$ cat src/rtl/gray_conv_pkg.sv
// gray_conv_pkg: shared state encoding, default width and popcount helper for the Gray sequencer.
package gray_conv_pkg;

    localparam int GRAY_WIDTH = 4;

    typedef enum logic [2:0] {
        IDLE   = 3'd0,
        SETTLE = 3'd1,
        READ   = 3'd2,
        WAIT   = 3'd3,
        HOLD   = 3'd4
    } state_t;

    function automatic int unsigned gray_popcount(input logic [31:0] v);
        int unsigned n;
        n = 0;
        for (int i = 0; i < 32; i++) n += 32'(v[i]);
        return n;
    endfunction

endpackage

$ cat src/rtl/gray_input_sync.sv
// gray_input_sync: 2-flop synchroniser plus stability counter; stable_done pulses once the
// synchronised code has held for SETTLE_CYCLES consecutive cycles while en is high.
module gray_input_sync #(
    parameter int WIDTH         = 4,
    parameter int SETTLE_CYCLES = 4
) (
    input  logic             reloj,
    input  logic             rst_n,
    input  logic [WIDTH-1:0] gray_in,
    input  logic             en,
    output logic [WIDTH-1:0] g_s,
    output logic             stable_done
);

    logic [WIDTH-1:0] s1_q, gs_q, gprev_q;
    logic [7:0]       cnt_q, cnt_d;
    logic             same;

    always_comb begin
        same        = gs_q == gprev_q;
        stable_done = en && same && cnt_q == 8'(SETTLE_CYCLES - 1);
        cnt_d       = (!en || !same || stable_done) ? 8'd0 : cnt_q + 8'd1;
    end

    always_ff @(posedge reloj or negedge rst_n) begin
        if (!rst_n) begin
            s1_q    <= '0;
            gs_q    <= '0;
            gprev_q <= '0;
            cnt_q   <= '0;
        end else begin
            s1_q    <= gray_in;
            gs_q    <= s1_q;
            gprev_q <= gs_q;
            cnt_q   <= cnt_d;
        end
    end

    assign g_s = gs_q;

endmodule

$ cat src/rtl/gray_conv_sequencer.sv
// gray_conv_sequencer: settles a synchronised Gray input, strobes the converter and hands the
// binary result downstream on valid/ready. Define GRAY_STEP_CHECK_EN for the sticky step_err flag.
module gray_conv_sequencer
    import gray_conv_pkg::*;
#(
    parameter int WIDTH         = GRAY_WIDTH,
    parameter int SETTLE_CYCLES = 4,
    parameter int CONV_LAT      = 1
) (
    input  logic             reloj,
    input  logic             rst_n,
    input  logic [WIDTH-1:0] gray_in,
    output logic             conv_read,
    output logic [WIDTH-1:0] conv_gray,
    input  logic [WIDTH-1:0] conv_bin,
    output logic [WIDTH-1:0] bin_out,
    output logic             bin_valid,
    input  logic             bin_ready,
    output logic             busy,
    output logic             step_err
);

    state_t           state_q, state_d;
    logic [WIDTH-1:0] conv_gray_q, conv_gray_d, last_code_q, last_code_d, bin_out_q, bin_out_d;
    logic             bin_valid_q, bin_valid_d;
    logic [2:0]       lat_q, lat_d;
    logic [WIDTH-1:0] g_s;
    logic             stable_done;

    gray_input_sync #(.WIDTH(WIDTH), .SETTLE_CYCLES(SETTLE_CYCLES)) u_sync (
        .reloj      (reloj),
        .rst_n      (rst_n),
        .gray_in    (gray_in),
        .en         (state_q == SETTLE),
        .g_s        (g_s),
        .stable_done(stable_done)
    );

    always_comb begin
        state_d     = state_q;
        conv_gray_d = conv_gray_q;
        last_code_d = last_code_q;
        bin_out_d   = bin_out_q;
        bin_valid_d = bin_valid_q;
        lat_d       = lat_q;
        case (state_q)
            IDLE:   if (g_s != last_code_q) state_d = SETTLE;
            SETTLE: if (stable_done) begin
                conv_gray_d = g_s;
                last_code_d = g_s;
                state_d     = READ;
            end
            READ: begin
                lat_d = '0;
                if (CONV_LAT == 0) begin
                    bin_out_d   = conv_bin;
                    bin_valid_d = 1'b1;
                    state_d     = HOLD;
                end else begin
                    state_d = WAIT;
                end
            end
            WAIT: if (lat_q == 3'(CONV_LAT - 1)) begin
                bin_out_d   = conv_bin;
                bin_valid_d = 1'b1;
                state_d     = HOLD;
            end else begin
                lat_d = lat_q + 3'd1;
            end
            HOLD: if (bin_valid_q && bin_ready) begin
                bin_valid_d = 1'b0;
                state_d     = IDLE;
            end
            default: state_d = IDLE;
        endcase
    end

    // Reset lands in SETTLE so the code present at power-up is always converted once.
    always_ff @(posedge reloj or negedge rst_n) begin
        if (!rst_n) begin
            state_q     <= SETTLE;
            conv_gray_q <= '0;
            last_code_q <= '0;
            bin_out_q   <= '0;
            bin_valid_q <= 1'b0;
            lat_q       <= '0;
        end else begin
            state_q     <= state_d;
            conv_gray_q <= conv_gray_d;
            last_code_q <= last_code_d;
            bin_out_q   <= bin_out_d;
            bin_valid_q <= bin_valid_d;
            lat_q       <= lat_d;
        end
    end

`ifdef GRAY_STEP_CHECK_EN
    logic step_err_q, step_err_d, first_q, first_d;

    always_comb begin
        first_d    = first_q && !stable_done;
        step_err_d = step_err_q ||
                     (stable_done && !first_q && gray_popcount(32'(g_s ^ last_code_q)) > 1);
    end

    always_ff @(posedge reloj or negedge rst_n) begin
        if (!rst_n) begin
            step_err_q <= 1'b0;
            first_q    <= 1'b1;
        end else begin
            step_err_q <= step_err_d;
            first_q    <= first_d;
        end
    end

    assign step_err = step_err_q;
`else
    assign step_err = 1'b0;
`endif

    assign conv_read = state_q == READ;
    assign conv_gray = conv_gray_q;
    assign bin_out   = bin_out_q;
    assign bin_valid = bin_valid_q;
    assign busy      = state_q != IDLE;

endmodule
$ cat config.mk
export PLATFORM = sky130hd
export DESIGN_NAME = gray_conv_sequencer
export DESIGN_NICKNAME = d
export VERILOG_FILES = /design/src/rtl/gray_conv_pkg.sv /design/src/rtl/gray_input_sync.sv /design/src/rtl/gray_conv_sequencer.sv
export SDC_FILE = /design/constraint.sdc
export NUM_CORES = 1
export LEC_CHECK = 0
export ABC_AREA = 0
export CELL_PAD_IN_SITES_DETAIL_PLACEMENT = 1
export CELL_PAD_IN_SITES_GLOBAL_PLACEMENT = 2
export CORE_MARGIN = 2
export CORE_UTILIZATION = 30
export CTS_BUF_LIST = sky130_fd_sc_hd__clkbuf_8
export CTS_CLUSTER_DIAMETER = 150
export DETAILED_ROUTE_END_ITERATION = 8
export PLACE_DENSITY_LB_ADDON = 0.1
export SYNTH_ARGS = -nofsm -noshare
export SYNTH_HDL_FRONTEND = slang
export SYNTH_HIERARCHICAL = 1
export SYNTH_SLANG_ARGS = --single-unit
export TNS_END_PERCENT = 5
$ cat constraint.sdc
create_clock -name reloj -period 2.1 [get_ports reloj]
set_input_delay 0.21 -clock reloj [delete_from_list [all_inputs] [get_ports reloj]]
set_output_delay 0.21 -clock reloj [all_outputs]
set_load 0.02 [all_outputs]
==> results of run 1 <==
==> kinds of logic after synthesis <==
family	Yosys count
AOI/OAI and AO/OA	15
xor gates and xnor gates	11
adders and majority gates	3
buffers and inverters	9
DFF	35
muxes	8
other	1
and+or+nand+nor	44
==> Yosys cell counts (all sizes together) (2+ instances only) <==
| master | n | area share |
|---|---|---|
| nor2 | 14 | 0.039 |
| nor2b | 2 | 0.013 |
| nor3 | 4 | 0.020 |
| inv | 7 | 0.017 |
| dfrtp | 34 | 0.55 |
| xnor2 | 4 | 0.023 |
| nand3 | 5 | 0.019 |
| buf | 2 | 0.012 |
| nand2b | 3 | 0.017 |
| xor2 | 7 | 0.039 |
| ha | 3 | 0.024 |
| nand2 | 7 | 0.018 |
| mux2 | 8 | 0.068 |
| a21oi | 3 | 0.0096 |
| o21ai | 4 | 0.013 |
| nand3b | 2 | 0.012 |
==> final timing paths <==
kind                                  end  slack, ns  depth (start not counted)
max in group asynchronous   u_sync/g_s[3]       1.41                          2
min in group reloj          u_sync/g_s[3]       0.35                          0
setup reg to reg           last_code_q[3]       0.14                          8
hold reg to reg             u_sync/g_s[3]       0.35                          0
setup / recovery           last_code_q[3]       0.14                          8
hold / removal                   lat_q[2]       0.34                          2
==> worst register-to-register path, delay by kind of cell (launching register included) <==
family,cells,cell delay [ns]
compound gates,1,0.22
buf+inv,1,0.07
flops,1,0.53
mux,1,0.36
simple gates,5,0.67
==> final cells by class <==
class | count | area (um2) | area share
Sequential cell | 35 | 880 | 0.441
Multi-Input combinational cell | 82 | 648 | 0.325
Timing Repair Buffer | 28 | 265 | 0.133
Tap cell | 70 | 87.6 | 0.0439
Clock buffer | 6 | 82.6 | 0.0414
Inverter | 7 | 26.3 | 0.0132
Clock inverter | 1 | 5.00 | 0.00251
==> sequential cells by signal, summed over array words and instances (netlist names) <==
signal / count
u_sync/cnt_q: 8
bin_out: 4
last_code_q: 4
u_sync/g_s: 4
u_sync/gprev_q: 4
u_sync/s1_q: 4
lat_q: 3
state_q: 3
bin_valid: 1
==> stage by stage <==
stage	util	hold slack, ns
after floorplan	-	-0.0856
final	0.396	0.341
after global placement	0.373	0.333
after CTS	0.390	0.353
after global routing	0.396	0.366
after detailed placement	0.373	0.337
==> power groups by stage <==
stage / Clock, W / Combinational (W) / Sequential [W]
floorplan: 0 / 0.0000257 / 0.000709
global placement: 0 / 0.0000676 / 0.000709
detailed placement: 0 / 0.0000691 / 0.000710
CTS: 0.000515 / 0.0000692 / 0.000697
global route: 0.000550 / 0.0000777 / 0.000699
finish: 0.000488 / 0.0000695 / 0.000698
==> repair_timing <==
item,in CTS,in global routing
hold buffers,0,0
setup endpoints to repair,0,5
resized for setup,0,6
buffers inserted,0,1
==> routing by layer <==
layer,global-route usage,vias up,share of wire
li1,-,488,-
met1,0.150,499,0.44
met2,0.196,17,0.50
met3,0.0403,5,0.043
met4,0.0491,0,0.016
met5,0,-,0
==> results_dict.tcl, run 1 <==
set metrics [dict create \
    power_density_nw_per_um2 630 \
    worst_hold_path_type "input port to asynchronous set/reset pin" \
    drive_gt1_frac 0.252 \
    final_cell_mix "dfrtp_1, clkdlybuf4s50_1, nor2_1" \
    fin_skew_ns 0.00467 \
    rr_startpoint "state_q[0]" \
    crit_chain "inv_1 -> nor3_2 -> o2111a_1 -> nand2_1 -> nor2_2 -> nand2_2 -> nor3_4 -> mux2_2" \
    drt-vias-per-instance 4.41 \
    synth_adder_area_share 0.0241 \
    dp.final_hpwl_mm 2.23 \
    synthArstFlopShare 1.00 \
    port_buffers 21 \
    endpoint_kind "flop" \
    stdcell_count 229 \
    diodes 0 \
    h-tree-depth 2 \
    final_common_cell "dfrtp_1" \
    ioPinCount 23 \
    cts_root_buffer "clkbuf_8" \
    cts_sinks 35 \
    critical_path_class "flop to flop" \
    critPathSlowestCell "dfstp_2" \
    antenna_found_initial 0 \
    dp_cells 221 \
    synth-xor-area-share 0.0619 \
    firstDrtPassIters 2 \
    grt_overflow 0 \
    synth_cell_types 43 \
    grt_max_degree 36 \
    status "complete, no violations" \
    drtIter0Drc 21 \
    yosys_most_used_dff "dfrtp_1" \
    rows 26 \
    cp-start-kind "flop" \
    path_clk_slew_ns 0.07 \
    cp_top_family "simple AND/OR/NAND/NOR gates" \
    drc_errors 0 \
    vias 1009 \
    intPower_w 0.000981 \
    grt_pass1_vias 1129 \
    grt_pass1_wl_mm 5.51 \
    setup_ws_ns 0.136 \
    gp_congestion 0.685 \
    synth_compound_area_frac 0.0804 \
    synth_enable_flop_cells 0 \
    synth-seq-area-share 0.564 \
    netlist_instances 126 \
    cp_max_fo 4 \
    cpPeakStageDelay_ns 0.53 \
    pwr-share-seq 0.556 \
    wl_mm 3.15 \
    grt_usage 0.121 \
    pwr-share-clk 0.389 \
    switching_share 0.219 \
    ant_nets 0 \
    setup-tns-final_ns 0 \
    period_share 0.935 \
    crit_buf_inv 1 \
    cts_tree "built" \
    syn_nets 140 \
    cts_buffer_depth 2 \
    synth_top_family_by_area "simple AND/OR/NAND/NOR gates" \
    ir_worst_vdd_mv 0.412 \
    finalCriticalPeriod_ns 1.96 \
    worst-endpoint-required_ns 2.27 \
    fp.dieW_um 76.0 \
    yosysWarnings 6 \
    syn_area_per_cell_um2 12.4 \
    post-place-ws_ns 0.0805 \
    fillers 557 \
    die_area_um2 5780 \
    nets 173 \
    fmax_ghz 0.509 \
    p_leak_nw 0.852 \
    comb_power_share 0.055 \
    arrival_ns 2.13 \
    yosys_register_bits 35 \
    rsz0062_at_grt "yes" \
    cts_buffers 5 \
    p_sw_w 0.000275 \
    drv_cap 0 \
    syn_to_final_growth_pct 28.1 \
    hold_viol 0 \
    maxSlewViolCount 0 \
    yosys-mux-area-fraction 0.0675 \
    setup_violations 0 \
    netlist_area_um2 1560 \
    synthSimpleGateAreaFrac 0.171 \
    clkLatencyLatePin_ns 0.28 \
    postLayoutCellArea_um2 1990 \
    dpl_cell_area_um2 1880 \
    p_total_w 0.00126 \
    setup.worst_path.start "state_q[0]" \
    die_y_um 76.0 \
    start_util 0.309 \
    fp.coreArea_um2 5040 \
    wl_per_cell_um 13.8 \
]
No activity file was read; power rests on OpenSTA's default activity.
==> run 2, diff against run 1 <==
CTS_CLUSTER_SIZE = 16   (was default)
GPL_TIMING_DRIVEN = 0   (was default)
==> run 2 against run 1 <==
Via count decreased by 1.2%. Total power rose by 0.34%. Fmax down 2.7%. Count of clock-buffer cells in the layout down 1. Clock power up 2%. Register-to-register slack got worse by 0.05 ns. Routed wire length decreased by 7.8%. Critical path depth fell by 6. Cell count grew 0.44%. Critical path type is now flop to output pin. Critical endpoint is now busy. Largest power group unchanged.
==> results_dict.tcl, run 2 (synthesis gave the netlist of run 1 again) <==
set metrics [dict create \
    maxSlewViolCount 0 \
    crit_chain "or3_2 -> clkdlybuf4s50_1" \
    die_area_um2 5780 \
    maxSlewHeadroom 0.475 \
    drt-vias-per-instance 4.33 \
    fmax_ghz 0.495 \
    final_util 0.393 \
    cts_sinks 35 \
    cp_top_family "buffers and inverters" \
    worst-endpoint-required_ns 1.89 \
    period_share 0.962 \
    multi_input_area_um2 637 \
    switching_share 0.239 \
    setup_violations 0 \
    dpl_cell_area_um2 1850 \
    largest_reg_flops 8 \
    drive_gt1_frac 0.244 \
    pwr-share-clk 0.394 \
    ir_worst_vdd_mv 0.362 \
    worst_hold_path_type "input port to asynchronous set/reset pin" \
    comb_power_share 0.054 \
    cp_max_fo 8 \
    arrival_ns 1.81 \
    nets 173 \
    clkLatencyLatePin_ns 0.28 \
    grt_overflow 0 \
    drc_errors 0 \
    fin_skew_ns 0.00663 \
    cts_root_buffer "clkbuf_8" \
    postLayoutCellArea_um2 1980 \
    p_leak_nw 0.846 \
    rsz0062_at_grt "yes" \
    drtIter0Drc 19 \
    gp_congestion 0.709 \
    pwr-share-seq 0.552 \
    antenna_found_initial 0 \
    endpoint_kind "output pin" \
    fillers 553 \
    final_common_cell "dfrtp_1" \
    setup_ws_ns 0.0808 \
    diodes 0 \
    wl_per_cell_um 12.6 \
    cp-start-kind "flop" \
    postCtsHoldBufs 0 \
    dp_cells 217 \
    firstDrtPassIters 2 \
    start_util 0.309 \
    crit_buf_inv 1 \
    fp.coreArea_um2 5040 \
    regMostFlops "u_sync/cnt_q" \
    h-tree-depth 2 \
    finalCriticalPeriod_ns 2.02 \
    hold_viol 0 \
    cts_buffer_depth 2 \
    ioPinCount 23 \
    power_density_nw_per_um2 635 \
    fp.dieW_um 76.0 \
    drv_cap 0 \
    grt_pass1_vias 1103 \
    path_clk_slew_ns 0.08 \
    tightest_slew_ns 0.787 \
    critPathSlowestCell "clkdlybuf4s50_1" \
    critical_path_class "flop to output pin" \
    die_y_um 76.0 \
    rows 26 \
    post-place-ws_ns -0.121 \
    cts_buffers 5 \
    status "complete, no violations" \
    p_sw_w 0.000301 \
    syn_to_final_growth_pct 27.4 \
    dp.final_hpwl_mm 2.07 \
    intPower_w 0.000959 \
    final_cell_mix "dfrtp_1, clkdlybuf4s50_1, nor2_1" \
    grt_max_degree 36 \
    vias 997 \
    cpPeakStageDelay_ns 0.55 \
    register_area_um2 878 \
    grt_pass1_wl_mm 5.29 \
    p_total_w 0.00126 \
    grt_usage 0.116 \
    port_buffers 21 \
    wl_mm 2.90 \
    cts_tree "built" \
    ant_nets 0 \
    stdcell_count 230 \
]
-- run 2: routing by layer --
metal  part of all wire  track usage  up-vias
met1               0.44        0.142      487
met2               0.50        0.188       17
met5                  0            0        -
met4              0.013       0.0491        0
li1                   -            -      489
met3              0.041       0.0403        4
-- run 2: what timing repair did --
item,in CTS,in global routing
pin swaps,2,3
resized for setup,2,0
buffers inserted,2,3
setup endpoints to repair,4,4
-- run 2: final timing paths --
check,startpoint,to,slack [ns],cells past startpoint
max,state_q[2],busy,0.08,2
min,rst_n,lat_q[2],0.001,1
max reg2reg,u_sync/g_s[2],last_code_q[2],0.09,7
min reg2reg,u_sync/s1_q[0],u_sync/g_s[0],0.35,0
max in group asynchronous,rst_n,state_q[2],1.56,1
min in group reloj,u_sync/s1_q[0],u_sync/g_s[0],0.35,0
-- run 2: area by class of cell --
type,instances,area share
inverters,7,0.0132
clock inverters,3,0.0120
plain buffers,2,0.00946
repair buffers,26,0.122
multi-input cells,82,0.321
flip-flops and latches,35,0.443
well taps,70,0.0442
clock buffers,5,0.0347
-- run 2: power groups by stage --
stage / registers (W) / clock network (W) / logic (W)
5_1_grt: 0.000698 / 0.000560 / 0.0000771
4_1_cts: 0.000697 / 0.000528 / 0.0000667
2_1_floorplan: 0.000709 / 0 / 0.0000257
3_3_place_gp: 0.000710 / 0 / 0.0000627
3_5_place_dp: 0.000711 / 0 / 0.0000636
6_report: 0.000696 / 0.000496 / 0.0000678
-- run 2: through the flow --
step	hold slack [ns]	setup TNS (ns)
after global routing	0.0563	-0.291
after CTS	0.0307	0
after global placement	0.333	-0.317
final	0.00149	0
after floorplan	-0.0856	0
after detailed placement	0.336	-0.470
==> run 3, diff against run 2 <==
SKIP_CTS_REPAIR_TIMING = 1   (was default)
clock period = 2.6 ns   (was 2.1 ns; I/O delays follow)
==> run 3 against run 2 <==
Clock power decreased by 20%. Setup slack improved by 0.32 ns. Global-route usage shrank 0.051 points. Count of clock-buffer cells in the layout unchanged. Cell count is 2.2% lower. Critical path type is now flop to flop. Largest cell class unchanged. Highest routed layer unchanged.
==> results_dict.tcl, run 3 (synthesis gave the netlist of run 1 again) <==
set metrics [dict create \
    status "complete, no violations" \
    final_cell_mix "dfrtp_1, clkdlybuf4s50_1, nor2_1" \
    grt_max_degree 36 \
    ir_worst_vdd_mv 0.295 \
    tightest_slew_ns 0.785 \
    dp_cells 217 \
    cts_buffer_depth 2 \
    cp-start-kind "flop" \
    grt_overflow 0 \
    r2r_slack_ns 0.40 \
    h-tree-depth 2 \
    fp.coreArea_um2 5040 \
    maxSlewHeadroom 0.476 \
    cp_max_fo 8 \
    reg2regPathDepth 8 \
    rsz0062_at_grt "no" \
    endpoint_kind "flop" \
    largest_reg_flops 8 \
    grt_pass1_vias 1101 \
    arrival_ns 2.37 \
    fmax_ghz 0.455 \
    final_common_cell "dfrtp_1" \
    grt_usage 0.116 \
    path_clk_slew_ns 0.08 \
    cts_root_buffer "clkbuf_8" \
    final_util 0.385 \
    period_share 0.846 \
    cpPeakStageDelay_ns 0.62 \
    power_density_nw_per_um2 521 \
    nets 168 \
    dp.final_hpwl_mm 2.07 \
    maxSlewViolCount 0 \
    antenna_found_initial 0 \
    grt_pass1_wl_mm 5.26 \
    die_y_um 76.0 \
    vias 982 \
    crit_buf_inv 1 \
    drc_errors 0 \
    rr_startpoint "state_q[0]" \
    worst-endpoint-required_ns 2.77 \
    gp_congestion 0.709 \
    drt-vias-per-instance 4.36 \
    syn_to_final_growth_pct 24.8 \
    drv_cap 0 \
    crit_chain "inv_1 -> nor3_1 -> o2111a_1 -> nand2_1 -> nor2_1 -> nand2_2 -> nor3_4 -> mux2_2" \
    clkLatencyLatePin_ns 0.28 \
    fp.dieW_um 76.0 \
    fin_skew_ns 0.00647 \
    drtIter0Drc 21 \
    critPathSlowestCell "dfstp_2" \
    wl_per_cell_um 12.7 \
    cp_top_family "simple AND/OR/NAND/NOR gates" \
    p_total_w 0.00101 \
    firstDrtPassIters 2 \
    cts_sinks 35 \
    regMostFlops "u_sync/cnt_q" \
    finalCriticalPeriod_ns 2.20 \
    stdcell_count 225 \
    cts_buffers 5 \
    p_leak_nw 0.823 \
    worst_hold_path_type "input port to asynchronous set/reset pin" \
    ant_nets 0 \
    start_util 0.309 \
    drive_gt1_frac 0.206 \
    ioPinCount 23 \
    port_buffers 21 \
    diodes 0 \
    die_area_um2 5780 \
    r2r-end "last_code_q[2]" \
    wl_mm 2.86 \
    rows 26 \
    hold_viol 0 \
    setup-tns-final_ns 0 \
    cts_tree "built" \
    setup_violations 0 \
    critical_path_class "flop to flop" \
]
run 3: how the worst max path moves through the flow:
stage          cells past startpoint        from        endpoint
2_1_floorplan                      8  state_q[0]  last_code_q[0]
3_3_place_gp                       8  state_q[0]  last_code_q[2]
3_5_place_dp                       8  state_q[0]  last_code_q[2]
4_1_cts                            8  state_q[0]  last_code_q[2]
5_1_grt                            8  state_q[0]  last_code_q[1]
6_report                           8  state_q[0]  last_code_q[2]
run 3: stage by stage:
stage                     hold slack (ns)  setup WS [ns]  area [um2]
after floorplan                   -0.0356          0.691        1560
after global placement              0.333          0.418        1850
after detailed placement            0.336          0.379        1850
after CTS                          0.0807          0.361        1940
after global routing                0.106          0.240        1940
final                              0.0510          0.401        1940
run 3: area by class of cell:
cell class                      count  area (um2)
Fill cell                         552        3100
Sequential cell                    35         877
Multi-Input combinational cell     82         634
Timing Repair Buffer               21         205
Tap cell                           70        87.6
Clock buffer                        5        68.8
Inverter                            7        26.3
Clock inverter                      3        23.8
Buffer                              2        18.8
run 3: per-layer routing:
metal | global-route usage | share of wire | up-vias
li1 | - | - | 480
met1 | 0.140 | 0.43 | 481
met2 | 0.188 | 0.51 | 17
met3 | 0.0403 | 0.042 | 4
met4 | 0.0491 | 0.013 | 0
met5 | 0 | 0 | -
run 3: power breakdown:
part	leakage [nW]	switching [W]	internal (W)
Sequential	0.452	0.00000818	0.000555
Combinational	0.330	0.0000250	0.0000244
Clock	0.0408	0.000207	0.000191
Total	0.823	0.000241	0.000771
